### config.mk
export PLATFORM = sky130hd
export DESIGN_NAME = nubus_mem_arbiter
export DESIGN_NICKNAME = d
export VERILOG_FILES = /design/src/rtl/nubus_arb_pkg.sv /design/src/rtl/nubus_arb_pick.sv /design/src/rtl/nubus_mem_arbiter.sv
export SDC_FILE = /design/constraint.sdc
export NUM_CORES = 1
export LEC_CHECK = 0
export ABC_AREA = 1
export ABC_CLOCK_PERIOD_IN_PS = 2270
export CORE_MARGIN = 5
export CORE_UTILIZATION = 45
export CTS_CLUSTER_DIAMETER = 150
export CTS_CLUSTER_SIZE = 12
export DETAILED_ROUTE_END_ITERATION = 6
export PLACE_DENSITY_LB_ADDON = 0.15
export SYNTH_ARGS = -nofsm -noshare
export SYNTH_HDL_FRONTEND = slang
export SYNTH_SLANG_ARGS = --single-unit
### constraint.sdc
create_clock -name mem_clk -period 2.27 [get_ports mem_clk]
set_input_delay 0.454 -clock mem_clk [delete_from_list [all_inputs] [get_ports mem_clk]]
set_output_delay 0.454 -clock mem_clk [all_outputs]
set_load 0.005 [all_outputs]
### src/rtl/nubus_arb_pkg.sv
`default_nettype none
// ============================================================================
//  Module      : nubus_arb_pkg
//  Description : Shared types and constants for the NuBus / CPU memory
//                port arbiter.
//  Revision    : 1.0 - initial release
// ============================================================================
package nubus_arb_pkg;

  // Arbiter sequencing: grant, wait for memory, one-cycle completion pulse
  typedef enum logic [1:0] {
    ST_IDLE = 2'd0,
    ST_BUSY = 2'd1,
    ST_DONE = 2'd2
  } arb_state_e;

  // Current owner of the memory port, as presented on the owner output
  typedef enum logic [1:0] {
    OWN_NONE = 2'b00,
    OWN_A    = 2'b01,
    OWN_B    = 2'b10
  } owner_e;

  // Read data returned when a transfer is forced to complete by the timeout
  localparam logic [31:0] ERR_RDATA = 32'hFFFF_FFFF;

  // Default bus-hang limit in BUSY cycles
  localparam int DEFAULT_TIMEOUT = 255;

endpackage : nubus_arb_pkg
`default_nettype wire

### src/rtl/nubus_arb_pick.sv
`default_nettype none
// ============================================================================
//  Module      : nubus_arb_pick
//  Description : Combinational winner select between two requesters.
//                Round-robin uses the last grant to break ties; fixed
//                priority always favours port A.
//  Revision    : 1.0 - initial release
// ============================================================================
module nubus_arb_pick
  import nubus_arb_pkg::*;
#(
  parameter int ROUND_ROBIN = 1
) (
  input  logic   a_valid_i,
  input  logic   b_valid_i,
  input  logic   last_grant_b_i,
  output owner_e winner_o
);

  logic tie_pick_b;

  // Tie-break policy: alternate away from the last grant, or always pick A
  if (ROUND_ROBIN != 0) begin : g_rr
    assign tie_pick_b = ~last_grant_b_i;
  end else begin : g_fixed
    assign tie_pick_b = 1'b0;
  end

  // Winner select; OWN_NONE when nobody is requesting
  always_comb begin
    winner_o = OWN_NONE;
    if (a_valid_i && b_valid_i) begin
      winner_o = tie_pick_b ? OWN_B : OWN_A;
    end else if (a_valid_i) begin
      winner_o = OWN_A;
    end else if (b_valid_i) begin
      winner_o = OWN_B;
    end
  end

endmodule : nubus_arb_pick
`default_nettype wire

### src/rtl/nubus_mem_arbiter.sv
`default_nettype none
// ============================================================================
//  Module      : nubus_mem_arbiter
//  Description : Shares one memory port between the NuBus slave path (A)
//                and the local CPU path (B). The winning request is
//                registered onto the memory port and held until m_ready or
//                a bus-hang timeout, then a one-cycle ready pulse returns
//                registered read data to the owner.
//  Revision    : 1.0 - initial release
// ============================================================================
module nubus_mem_arbiter
  import nubus_arb_pkg::*;
#(
  parameter int ROUND_ROBIN = 1,
  parameter int TIMEOUT     = DEFAULT_TIMEOUT,
  parameter int TO_W        = 8
) (
  input  logic        mem_clk,
  input  logic        mem_resetn,
  input  logic        a_valid,
  input  logic [3:0]  a_wstrb,
  input  logic [31:0] a_addr,
  input  logic [31:0] a_wdata,
  output logic [31:0] a_rdata,
  output logic        a_ready,
  output logic        a_error,
  input  logic        b_valid,
  input  logic [3:0]  b_wstrb,
  input  logic [31:0] b_addr,
  input  logic [31:0] b_wdata,
  output logic [31:0] b_rdata,
  output logic        b_ready,
  output logic        b_error,
  output logic        m_valid,
  output logic [3:0]  m_wstrb,
  output logic [31:0] m_addr,
  output logic [31:0] m_wdata,
  input  logic [31:0] m_rdata,
  input  logic        m_ready,
  output logic [1:0]  owner
);

  // Counter value seen during the last BUSY cycle allowed before timeout
  localparam logic [TO_W-1:0] TO_LAST = (TIMEOUT == 0) ? '0 : TO_W'(TIMEOUT - 1);

  arb_state_e      state_q,   state_d;
  owner_e          owner_q,   owner_d;
  logic            last_b_q,  last_b_d;
  logic            m_valid_q, m_valid_d;
  logic [3:0]      m_wstrb_q, m_wstrb_d;
  logic [31:0]     m_addr_q,  m_addr_d;
  logic [31:0]     m_wdata_q, m_wdata_d;
  logic [TO_W-1:0] cnt_q,     cnt_d;
  logic [31:0]     a_rdata_q, a_rdata_d;
  logic [31:0]     b_rdata_q, b_rdata_d;
  logic            a_ready_q, a_ready_d;
  logic            b_ready_q, b_ready_d;
  logic            a_error_q, a_error_d;
  logic            b_error_q, b_error_d;

  owner_e          winner;
  logic            timeout_hit;
  logic [31:0]     done_rdata;

  nubus_arb_pick #(
    .ROUND_ROBIN (ROUND_ROBIN)
  ) u_pick (
    .a_valid_i      (a_valid),
    .b_valid_i      (b_valid),
    .last_grant_b_i (last_b_q),
    .winner_o       (winner)
  );

  assign timeout_hit = (TIMEOUT != 0) && (cnt_q == TO_LAST);
  // m_ready beats the timeout when both land in the same cycle
  assign done_rdata  = m_ready ? m_rdata : ERR_RDATA;

  // State register; reset abandons any transfer without a ready pulse
  always_ff @(posedge mem_clk or negedge mem_resetn) begin
    if (!mem_resetn) begin
      state_q   <= ST_IDLE;
      owner_q   <= OWN_NONE;
      last_b_q  <= 1'b1;
      m_valid_q <= 1'b0;
      m_wstrb_q <= '0;
      m_addr_q  <= '0;
      m_wdata_q <= '0;
      cnt_q     <= '0;
      a_rdata_q <= '0;
      b_rdata_q <= '0;
      a_ready_q <= 1'b0;
      b_ready_q <= 1'b0;
      a_error_q <= 1'b0;
      b_error_q <= 1'b0;
    end else begin
      state_q   <= state_d;
      owner_q   <= owner_d;
      last_b_q  <= last_b_d;
      m_valid_q <= m_valid_d;
      m_wstrb_q <= m_wstrb_d;
      m_addr_q  <= m_addr_d;
      m_wdata_q <= m_wdata_d;
      cnt_q     <= cnt_d;
      a_rdata_q <= a_rdata_d;
      b_rdata_q <= b_rdata_d;
      a_ready_q <= a_ready_d;
      b_ready_q <= b_ready_d;
      a_error_q <= a_error_d;
      b_error_q <= b_error_d;
    end
  end

  // Next-state: grant in IDLE, wait for memory or timeout in BUSY, pulse in DONE
  always_comb begin
    state_d   = state_q;
    owner_d   = owner_q;
    last_b_d  = last_b_q;
    m_valid_d = m_valid_q;
    m_wstrb_d = m_wstrb_q;
    m_addr_d  = m_addr_q;
    m_wdata_d = m_wdata_q;
    cnt_d     = cnt_q;
    a_rdata_d = a_rdata_q;
    b_rdata_d = b_rdata_q;
    a_ready_d = 1'b0;
    b_ready_d = 1'b0;
    a_error_d = 1'b0;
    b_error_d = 1'b0;

    case (state_q)
      ST_IDLE: begin
        if (winner != OWN_NONE) begin
          state_d   = ST_BUSY;
          owner_d   = winner;
          last_b_d  = (winner == OWN_B);
          m_valid_d = 1'b1;
          cnt_d     = '0;
          if (winner == OWN_A) begin
            m_wstrb_d = a_wstrb;
            m_addr_d  = a_addr;
            m_wdata_d = a_wdata;
          end else begin
            m_wstrb_d = b_wstrb;
            m_addr_d  = b_addr;
            m_wdata_d = b_wdata;
          end
        end
      end
      ST_BUSY: begin
        if (m_ready || timeout_hit) begin
          state_d   = ST_DONE;
          m_valid_d = 1'b0;
          if (owner_q == OWN_A) begin
            a_rdata_d = done_rdata;
            a_ready_d = 1'b1;
            a_error_d = ~m_ready;
          end else begin
            b_rdata_d = done_rdata;
            b_ready_d = 1'b1;
            b_error_d = ~m_ready;
          end
        end else if (cnt_q != {TO_W{1'b1}}) begin
          cnt_d = cnt_q + TO_W'(1);
        end
      end
      ST_DONE: begin
        state_d = ST_IDLE;
        owner_d = OWN_NONE;
      end
      default: begin
        state_d   = ST_IDLE;
        owner_d   = OWN_NONE;
        m_valid_d = 1'b0;
      end
    endcase
  end

  assign m_valid = m_valid_q;
  assign m_wstrb = m_wstrb_q;
  assign m_addr  = m_addr_q;
  assign m_wdata = m_wdata_q;
  assign owner   = owner_q;
  assign a_rdata = a_rdata_q;
  assign b_rdata = b_rdata_q;
  assign a_ready = a_ready_q;
  assign b_ready = b_ready_q;
  assign a_error = a_error_q;
  assign b_error = b_error_q;

endmodule : nubus_mem_arbiter
`default_nettype wire

# ---- Word level (Yosys, flattened, before mapping)
# Cells that the tools add are included.
dict set report word_totals {
  memories 0
  reg_bits 150
  out_inout_bits 139
  input_bits 173
  ram_bits 0
  mem_bits_ro 0
  word_cells 74
  latch_bits 0
}
dict set report classes {
  bitwise_logic 4
  div_mod_pow 0
  mul 0
  n_eq_ne 11
  mux 32
  n_reduce_logical 12
  order_cmp 0
  add_sub_neg 1
  shift 0
}
# operator n
set ops {}
lappend ops {{$mux 32} 3}
lappend ops {{$mux 8} 3}
lappend ops {{$pmux 8 s2} 1}
lappend ops {{$mux 1} 14}
lappend ops {{$mux 2} 7}
lappend ops {{$reduce_and 3->1} 3}
lappend ops {{$add 8x1->8 const B} 1}
lappend ops {{$eq 8x8->1 const B} 1}
lappend ops {{$ne 2x2->1 const B} 4}
lappend ops {{$ne 8x8->1 const B} 1}
lappend ops {{$pmux 2 s2} 2}
lappend ops {{$eq 2x1->1 const B} 3}
lappend ops {{$reduce_and 2->1} 3}
lappend ops {{$eq 2x2->1 const B} 2}
lappend ops {{$mux 4} 1}
lappend ops {{$not 1->1} 4}
lappend ops {{$reduce_and 4->1} 1}
lappend ops {{$reduce_bool 2->1} 2}
lappend ops {{$pmux 1 s3} 1}
lappend ops {{$logic_not 2->1} 1}
lappend ops {{$logic_and 1x1->1} 1}
lappend ops {{$logic_or 1x1->1} 1}

# ---- Logic depth before layout (Yosys ltp)
# Gate-level depths: netlist of the first run.
dict set report depth {
  word_depth 6
  mapped_depth 11
  depth_no_buf 10
}

# ---- Modules after synthesis
# Synthesis of the first run repeated with hierarchy kept, for this count alone.
dict set report hier_totals {
  cells_unflattened 813
  area_unflattened_um2 6954.2
}
# module cells_each instances area_each_um2 seq_area_each_um2
set modules_own_cells {}
lappend modules_own_cells {nubus_mem_arbiter 808 1 6932.9 3754.9}
lappend modules_own_cells {nubus_arb_pick 5 1 21.3 0.0}

# ---- Least setup slack after synthesis of the first run
# No wires, ideal clock.
dict set report synth_path {
  kind {reg2reg}
  startpoint {reg cnt_q[0]}
  endpoint {reg b_rdata_q[12] (netlist: b_rdata[12])}
  setup_time_ns 0.121
  path_buffers 2
  setup_slack_ns 0.761
  synth_period_minus_slack_ns 1.509
  arrival_ns 1.389
  path_stages_with_launch 12
  required_ns 2.149
  cell_sequence {dfrtp_1 inv_1 ha_1 inv_1 nor2_1 nand2_2 nand2_2 nand2_4 buf_6 buf_6 o21ai_1 nand2_1}
}
dict set report synth_via {
  elab_chain_len 3
}
# item line
set synth_lines {}
lappend synth_lines {{start: declaration} nubus_mem_arbiter.sv:53} ;# logic [TO_W-1:0] cnt_q, cnt_d;
lappend synth_lines {{start signal: assignment} nubus_mem_arbiter.sv:103} ;# cnt_q <= cnt_d;
lappend synth_lines {{$eq 8x8->1} nubus_mem_arbiter.sv:74} ;# assign timeout_hit = (TIMEOUT != 0) && (cnt_q == TO_LAST);
lappend synth_lines {{$logic_or 1x1->1} nubus_mem_arbiter.sv:150} ;# if (m_ready || timeout_hit) begin
lappend synth_lines {{$reduce_and 3->1 (no line)} n/a}
lappend synth_lines {{end signal: assignment} nubus_mem_arbiter.sv:105} ;# b_rdata_q <= b_rdata_d;
lappend synth_lines {{end: declaration} nubus_mem_arbiter.sv:55} ;# logic [31:0] b_rdata_q, b_rdata_d;
# Every way passes these cells.
# A chain may end at the register's enable or synchronous reset.

# ---- Worst setup path in the final report of the first run
dict set report layout_path {
  startpoint {reg cnt_q[0]}
  endpoint {reg a_rdata_q[29] (netlist: a_rdata[29])}
}
dict set report layout_via {
  elab_chain_len 3
}
# item line
set layout_lines {}
lappend layout_lines {{$eq 8x8->1} nubus_mem_arbiter.sv:74}
lappend layout_lines {{$logic_or 1x1->1} nubus_mem_arbiter.sv:150}
lappend layout_lines {{$reduce_and 3->1 (no line)} n/a}
lappend layout_lines {{end signal: assignment} nubus_mem_arbiter.sv:104} ;# a_rdata_q <= a_rdata_d;
lappend layout_lines {{end: declaration} nubus_mem_arbiter.sv:54} ;# logic [31:0] a_rdata_q, a_rdata_d;
# Every way passes these cells.

==> metrics.txt, run 1 <==
simple logic cell fraction of the synthesized area=0.2205; flops & latches, synth=150; Crit Path Class=flop to flop; Crit. End Element=flop; clk slew on worst S/H paths=about 0.060 ns; num rows=45; # H-tree levels=4; pwr dens=1221 nW/µm²; clock network fraction of design power=0.214; Avg Synthesized Cell Area=~8.0 µm²; worst-skew pair later-pin latency=around 0.42 ns; largest net degree at the start of global routing=~130; combinational fraction of design power=0.443; DR vias=~6700; Synth Area in Compound Gates=0.1509; dpl ws=between 0.15 and 0.2 ns; total core area=15310 µm²; cell area after synthesis=7054 µm²; Net count, final=1354; period utilization=0.7921; PnR worst setup slack=between 0.4 and 0.5 ns; PortBufs=roughly 310; clock tree buffer depth=2; synth top area cells=dfrtp_1 (53%), nand2_1 (17%), o21ai_0 (9.8%), inv_1 (4.6%), o21ai_1 (4.5%); Max FO, Critical Path=31; Seq pwr share=0.343; gp weighted congestion=approximately 0.85; final hold slack=around 0.47 ns; total global routing overflow=0; LEAKAGE=5.103 nW; top-area cell type share of the netlist area=0.5286; Crit path required time=between 2 and 3 ns; status=finished, final reports clean; GRT Total Usage=0.2411; post-synthesis mux area share=0; Cells after DPL=1370; dominant synthesized flop cell=dfrtp_1; # IOs=312; number of synthesized flops with an enable pin=0; f_max=about 560 MHz; chip height=about 140 µm; crit path DAT=between 2 and 2.5 ns; Slew HR=0.6444; Detailed Route WL=around 22 mm; first-pass GRT wire length=~34 mm; die area=18280 µm²; Root Buffer=clkbuf_16; initial antenna violation count=0; Hold Path Class=flop to flop; synth warn=0; Finished Core Util=0.7184; sequential area share after synthesis=0.5323; Max Slew Vio Count=0; top post-synthesis cells by count=nand2_1 (312), dfrtp_1 (149), o21ai_0 (138); most common cell in the netlist=nand2_1; routed len/inst=approximately 16 µm; Worst VDD drop=0.9531 mV; drt initial violations=440; Worst-Margin Slew=around 0.53 ns; Final min period=1.798 ns; drt first pass iters=4; Filler cells=1238; number of diodes=0; CTS Buf Count=17; TritonCTS clock tree=yes; skew final=about 0.0060 ns; layout cells sized above 1=0.08809; Layout Cells excl Fill=between 1000 and 1500; area share of fa/ha/maj cells after synthesis=0.003547; post-synthesis cell type count=25; Placed Instance Area=a little over 10000 µm²; setup_tns=0 ns; post-CTS sizing=0; Power Total=between 10 and 15 mW; Starting Density=0.4606; sw power=about 4.5 mW; P&R area growth vs syn=55.96%; vias per cell=roughly 4.8; final hold vios=0; CP Launch Type=flop; RSZ-0062 raised after global routing=false; largest family of logic cells by synthesized area=simple AND/OR/NAND/NOR gates; Mapped Cells=878; asr flop ratio synth=1.000; Sw Ratio=0.3375; vias in the first global route=between 6000 and 7000; Design Area, Final=roughly 11000 µm²; Max Cap Viol=0; Sink Count=150; Antenna Violating Nets Remaining=0; Synth Area in XOR/XNOR=0; Synthesized Nets=1053; Int Pwr=slightly below 9 mW; DRC viols=0; Die W=around 140 µm; Final HPWL DP=~16 mm; largest area contributor in the netlist=dfrtp_1; Final setup viols=0
## power groups by stage
stage | registers, mW | clock network (mW) | logic (mW)
finish | 4.61 | 2.88 | 5.95
global route | 4.79 | 3.05 | 6.55
CTS | 4.61 | 2.93 | 6.05
detailed placement | 4.65 | 0 | 6.02
global placement | 4.61 | 0 | 5.91
floorplan | 4.72 | 0 | 2.32
## critical path: stages (launching register included)
cell and delay [ns]:
dfrtp_1 0.43, inv_1 0.10, ha_1 0.14, inv_1 0.04, nor2_1 0.12, nand2_2 0.09, nand2_2 0.08, nand2_4 0.12
buf_4 0.27, o21ai_0 0.23, nand2_1 0.07
## area by class of cell
type / instances / area [µm²] / area share
tap: 211 / 264.0 / 0.02400
clock inverter: 15 / 177.7 / 0.01615
inverter: 87 / 326.6 / 0.02968
timing repair buffer: 334 / 3390 / 0.3081
multi-input combinational: 589 / 2664 / 0.2421
sequential: 150 / 3755 / 0.3413
clock buffer: 17 / 425.4 / 0.03867
## what timing repair did
item | 4_1_cts | 5_1_grt
endpoints found under the hold margin | 37 | 0
setup buffers | 0 | 0
hold buffers | 1 | 0
## cells by family (layout without fill, tap and decap cells)
group / Yosys count / after routing
AOI/OAI and AO/OA: 209 / 209
adders and majority gates: 2 / 2
buffers and inverters: 139 / 453
DFF: 150 / 150
and+or+nand+nor: 378 / 378
## worst paths after layout
check                           startpoint           to  slack (ns)  cells after the start
worst max-delay path              cnt_q[0]  a_rdata[29]        0.47                     10
worst min-delay path              last_b_q     last_b_q        0.47                      2
worst max register to register    cnt_q[0]  a_rdata[29]        0.47                     10
worst min register to register    last_b_q     last_b_q        0.47                      2
max in group asynchronous       mem_resetn  b_rdata[22]        1.09                      3
min in group asynchronous       mem_resetn   b_rdata[6]        0.56                      2
## flip-flops by register name, summed over array words and instances (netlist names), 2 cells and up
signal and cells:
m_wdata 32, b_rdata 32, a_rdata 32, state_q 2
m_wstrb 4, owner 2, cnt_q 8, m_addr 32
## placed cells by master, fill, tap and decap left out
cell type,netlist,final
buf_12,0,8
bufinv_16,0,3
or2_2,32,32
nor2_4,2,2
dlygate4sd3_1,0,1
inv_6,0,3
a21oi_1,2,2
dfstp_2,1,1
clkbuf_16,0,17
clkinv_2,0,3
clkinv_4,0,1
nor2_1,12,12
nand2_1,312,312
nand4_1,1,1
o21ai_2,5,4
nor2_2,3,3
inv_2,1,1
clkinvlp_4,0,5
inv_1,86,86
nand2_4,1,1
nand3_1,10,10
dfrtp_1,149,149
nand2_2,4,4
clkdlybuf4s50_1,0,310
buf_6,13,1
ha_1,2,2
nor3_1,1,1
buf_4,5,14
o21ai_4,0,2
o21ai_1,64,63
o21ai_0,138,138
## layer usage
layer	wire length, µm	up-vias	share of wire	track usage
met5	0	-	0	0
met4	720	0	0.033	0.1041
met3	1461	38	0.067	0.05795
met2	10820	227	0.49	0.3924
met1	8954	3102	0.41	0.3080
li1	-	3358	-	-
No activity file was read; power rests on OpenSTA's default activity.
==> run 2, diff against run 1 <==
--- a/config.mk
+++ b/config.mk
@@ -6,9 +6,9 @@
 export NUM_CORES = 1
 export LEC_CHECK = 0
 export ABC_AREA = 1
-export ABC_CLOCK_PERIOD_IN_PS = 2270
+export ABC_CLOCK_PERIOD_IN_PS = 1500
 export CORE_MARGIN = 5
-export CORE_UTILIZATION = 45
+export CORE_UTILIZATION = 38
 export CTS_CLUSTER_DIAMETER = 150
 export CTS_CLUSTER_SIZE = 12
 export DETAILED_ROUTE_END_ITERATION = 6
==> constraint.sdc (replaced) <==
create_clock -name mem_clk -period 1.5 [get_ports mem_clk]
set_input_delay 0.3 -clock mem_clk [delete_from_list [all_inputs] [get_ports mem_clk]]
set_output_delay 0.3 -clock mem_clk [all_outputs]
set_load 0.005 [all_outputs]
==> metrics.txt, run 2 (same netlist as run 1, synthesis figures left out) <==
status=finished with violations; failing checks=setup timing; final hold slack=approximately 0.37 ns; Slew HR=0.6899; Final setup viols=44; Sink Count=150; Antenna Violating Nets Remaining=0; clk slew on worst S/H paths=0.07 ns; r2r endpoint=a_rdata[18]; pwr dens=1752 nW/µm²; Worst-Margin Slew=around 0.47 ns; GRT Total Usage=0.2107; Starting Density=0.3887; DR vias=7029; PnR worst setup slack=-0.1032 ns; # IOs=between 300 and 400; Max FO, Critical Path=17; Crit path required time=about 1.9 ns; CP delay by family, top=simple AND/OR/NAND/NOR gates; P&R area growth vs syn=68.92%; Detailed Route WL=between 20 and 25 mm; number of diodes=0; Worst VDD drop=about 0.76 mV; LEAKAGE=~5.9 nW; Final min period=1.603 ns; routed len/inst=about 16 µm; Max Cap Viol=0; f_max=623.7 MHz; FF-to-FF Start=cnt_q[0]; RSZ-0062 raised after global routing=true; drt first pass iters=5; Net count, final=1413; Die W=about 150 µm; vias per cell=~4.7; chip height=146.3 µm; commonest non-fill, non-tap cell in the layout=nand2_1; CTS Buf Count=17; CP startpoint=cnt_q[0]; Finished Core Util=0.6566; commonest non-fill, non-tap cells in the layout=nand2_1 (287), clkdlybuf4s50_1 (171), dfrtp_1 (148), dlygate4sd2_1 (139), o21ai_1 (115); clock tree buffer depth=2; CP Launch Type=flop; crit path to=a_rdata[18]; Reg2Reg Depth=11; first-pass GRT wire length=approximately 36 mm; Max Slew Vio Count=0; # H-tree levels=4; worst-skew pair later-pin latency=approximately 0.42 ns; largest net degree at the start of global routing=between 40 and 50; PortBufs=311; Crit. End Element=flop; die area=roughly 21000 µm²; total core area=18150 µm²; final hold vios=0; TritonCTS clock tree=yes; crit-path cells=inv_2, ha_4, inv_2, nor2_2, nand2_2, nand2_4, nand2_8, nor2_4, clkbuf_16, nand2_1, nand2_1; gp weighted congestion=~0.83; setup_tns=-2.594 ns; layout cells sized above 1=0.1703; vias in the first global route=between 6000 and 7000; total global routing overflow=0; Max stage delay on crit path=a little under 0.4 ns; Final HPWL DP=around 17 mm; Root Buffer=clkbuf_16; drt initial violations=roughly 440; dpl ws=-0.3133 ns; slowest CP cell=dfrtp_1; crit path DAT=1.96 ns; Stages on worst setup path=11; DRC viols=0; period utilization=1.069; skew final=between 0.01 and 0.015 ns; flop2flop setup slack=-0.10 ns; initial antenna violation count=0; Filler cells=~1500; Crit Path Class=flop to flop; Hold Path Class=input pin to async pin; num rows=between 40 and 50; critical path buffer and inverter count=3
## run 2: cell count changes in the layout (fill, tap and decap cells not counted), sizes merged
cell,previous run,this run
clkbuf,17,29
inv,90,89
clkinvlp,5,4
buf,23,74
dlygate4sd2,0,139
clkinv,4,2
clkdlybuf4s50,310,171
## run 2: through the flow
stage                     instance area, µm²  instances  power [mW]
after global routing                   11920       1480       22.34
after floorplan                         7054        878       10.66
after global placement                 10810       1423       16.56
after CTS                              11430       1467       20.28
after detailed placement               10810       1423       16.77
final                                  11920       1480       20.88
## run 2: power by group
part / internal, mW / switching [mW]
Clock: 2.71 / 1.73
Sequential: 5.98 / 0.963
Combinational: 4.79 / 4.70
## run 2: routing by layer
metal  GRT usage  wire length, µm
met5           0                0
met4     0.06068              453
met3     0.05516             1645
met2      0.3492            12030
met1      0.2732            10160
## run 2: layout make-up
cell class	instances	area (µm²)	share of cell area
Sequential cell	150	3756	0.3152
Clock inverter	11	147.6	0.01239
Multi-Input combinational cell	589	2870	0.2409
Clock buffer	21	460.4	0.03864
Tap cell	229	286.5	0.02404
Inverter	87	326.6	0.02740
Timing Repair Buffer	393	4069	0.3415
## run 2: worst min path at each step
stage / startpoint / endpoint / slack (ns) / depth (start not counted)
after global placement: mem_resetn / a_rdata[10] / 0.27 / 1
after global routing: mem_resetn / b_rdata[8] / 0.41 / 2
final: mem_resetn / b_rdata[8] / 0.37 / 2
after floorplan: mem_resetn / a_error / 0.004 / 0
after detailed placement: mem_resetn / b_rdata[8] / 0.27 / 1
after CTS: mem_resetn / b_rdata[8] / 0.38 / 2
## run 2: what timing repair did
item / CTS / global route
resized for setup: 145 / 139
pin swaps: 0 / 13
buffers inserted: 8 / 3
setup endpoints to repair: 206 / 136
hold buffers: 1 / 0
hold endpoints to repair: 32 / 0
cloned: 3 / 11
## run 2: worst register-to-register path, delay by kind of cell, from the launching register on
kind	cells	cell delay, ns
fa+ha+maj	1	0.13
buf+inv	3	0.35
flops	1	0.39
simple gates	7	0.68
==> run 3, diff against run 2 <==
--- a/config.mk
+++ b/config.mk
@@ -7,8 +7,11 @@
 export LEC_CHECK = 0
 export ABC_AREA = 1
 export ABC_CLOCK_PERIOD_IN_PS = 1500
+export CELL_PAD_IN_SITES_DETAIL_PLACEMENT = 1
+export CELL_PAD_IN_SITES_GLOBAL_PLACEMENT = 1
 export CORE_MARGIN = 5
-export CORE_UTILIZATION = 38
+export CORE_UTILIZATION = 28
+export CTS_BUF_LIST = sky130_fd_sc_hd__clkbuf_2 sky130_fd_sc_hd__clkbuf_4 sky130_fd_sc_hd__clkbuf_8
 export CTS_CLUSTER_DIAMETER = 150
 export CTS_CLUSTER_SIZE = 12
 export DETAILED_ROUTE_END_ITERATION = 6
==> metrics.txt, run 3 (same netlist as run 1, synthesis figures left out) <==
Max FO, Critical Path=6; # H-tree levels=4; drt initial violations=about 280; Cells after DPL=approximately 1500; Max Slew Vio Count=0; worst-skew pair later-pin latency=around 0.46 ns; commonest non-fill, non-tap cells in the layout=nand2_1 (256), clkdlybuf4s50_1 (171), dfrtp_1 (149), dlygate4sd2_1 (127), o21ai_0 (98); routed len/inst=roughly 17 µm; total core area=~25000 µm²; Starting Density=0.2826; final hold vios=0; initial antenna violation count=0; Sink Count=150; Max Cap Viol=0; P&R area growth vs syn=70.54%; vias per cell=between 4 and 5; Hold Path Class=input pin to async pin; first-pass GRT wire length=around 40 mm; num rows=between 50 and 60; crit path DAT=slightly above 2 ns; DRC viols=0; Worst VDD drop=about 0.75 mV; Antenna Violating Nets Remaining=0; PortBufs=311; Detailed Route WL=around 27 mm; Root Buffer=clkbuf_8; chip height=~170 µm; clk slew on worst S/H paths=roughly 0.11 ns; commonest non-fill, non-tap cell in the layout=nand2_1; CP Launch Type=flop; largest net degree at the start of global routing=62; RSZ-0062 raised after global routing=true; f_max=just under 600 MHz; pwr dens=~1700 nW/µm²; PnR worst setup slack=-0.2079 ns; Final HPWL DP=~19 mm; status=finished with violations; die area=28470 µm²; gp weighted congestion=around 0.77; skew final=~0.02 ns; most used routing layer=met2; drt first pass iters=4; Crit path required time=between 1.5 and 2 ns; LEAKAGE=between 5 and 6 nW; TritonCTS clock tree=yes; layout cells sized above 1=0.2073; Power Total=20.50 mW; Worst-Margin Slew=about 0.3 ns; Finished Core Util=0.4819; Global Route met1 Usage=0.2330; failing checks=setup timing; period utilization=1.139; Crit Path Class=flop to flop; DR vias=between 7000 and 8000; Crit. End Element=flop; met3 usage=0.03877; Design Area, Final=around 12000 µm²; # IOs=around 310; Final min period=around 1.7 ns; dpl ws=-0.4031 ns; vias in the first global route=roughly 7200; CTS Buf Count=17; clock tree buffer depth=2; total global routing overflow=0; Net count, final=between 1000 and 1500; Layout Cells excl Fill=between 1500 and 2000; GRT Total Usage=0.1807; Slew HR=0.7941; met2 Use GR=0.3049; Final setup viols=74; number of diodes=0; Die W=168.7 µm; Placed Instance Area=about 11000 µm²
## run 3: per-stage QoR
stage                     setup TNS, ns  hold slack [ns]
after floorplan                       0         0.004409
after global placement           -29.93           0.2028
after detailed placement         -36.10           0.2056
after CTS                        -6.642           0.2500
after global routing             -16.18           0.2470
final                            -9.667           0.2587
## run 3: power by group
group | leakage [nW] | switching (mW) | total (mW) | internal (mW)
clock | 0.221 | 1.80 | 3.56 | 1.75
combinational | 3.79 | 4.99 | 9.98 | 4.99
sequential | 1.84 | 1.00 | 6.97 | 5.96
## run 3: worst paths after layout
check	startpoint	endpoint	slack, ns	cells after the start
min in group mem_clk	b_addr[0]	m_addr[0]	0.47	3
max	cnt_q[0]	a_rdata[31]	-0.21	12
max reg2reg	cnt_q[0]	a_rdata[31]	-0.21	12
min	mem_resetn	b_error	0.26	2
min reg2reg	last_b_q	last_b_q	0.48	2
max in group asynchronous	mem_resetn	m_addr[7]	0.68	3
## run 3: layer usage
metal  wire length, µm  part of all wire
met4               533             0.020
met1             11720              0.43
met3              1474             0.054
met2             13400              0.49
met5                 0                 0
## run 3: worst max-delay path: stages, from the launching register on
cell	delay, ns
dfrtp_1	0.40
inv_2	0.08
ha_4	0.13
inv_2	0.04
nor2_4	0.10
nand2_2	0.09
nand2_4	0.09
nand2_8	0.06
buf_12	0.14
buf_4	0.14
clkbuf_16	0.15
o21ai_2	0.11
nand2_1	0.07
## run 3: area by class of cell
cell class                 instances  area, µm²
clock buffer                      18      247.7
multi-input combinational        589       3012
fill                            2974      12930
clock inverter                    14      188.9
inverter                          87      326.6
timing repair buffer             396       4088
sequential                       150       3755
tap                              330      412.9
## run 3: repair_timing
item / 4_1_cts / 5_1_grt
pin swaps: 1 / 21
hold endpoints to repair: 23 / 0
setup buffers: 18 / 11
cloned: 5 / 6
setup endpoints to repair: 218 / 137
resized for setup: 211 / 129
hold buffers: 1 / 0
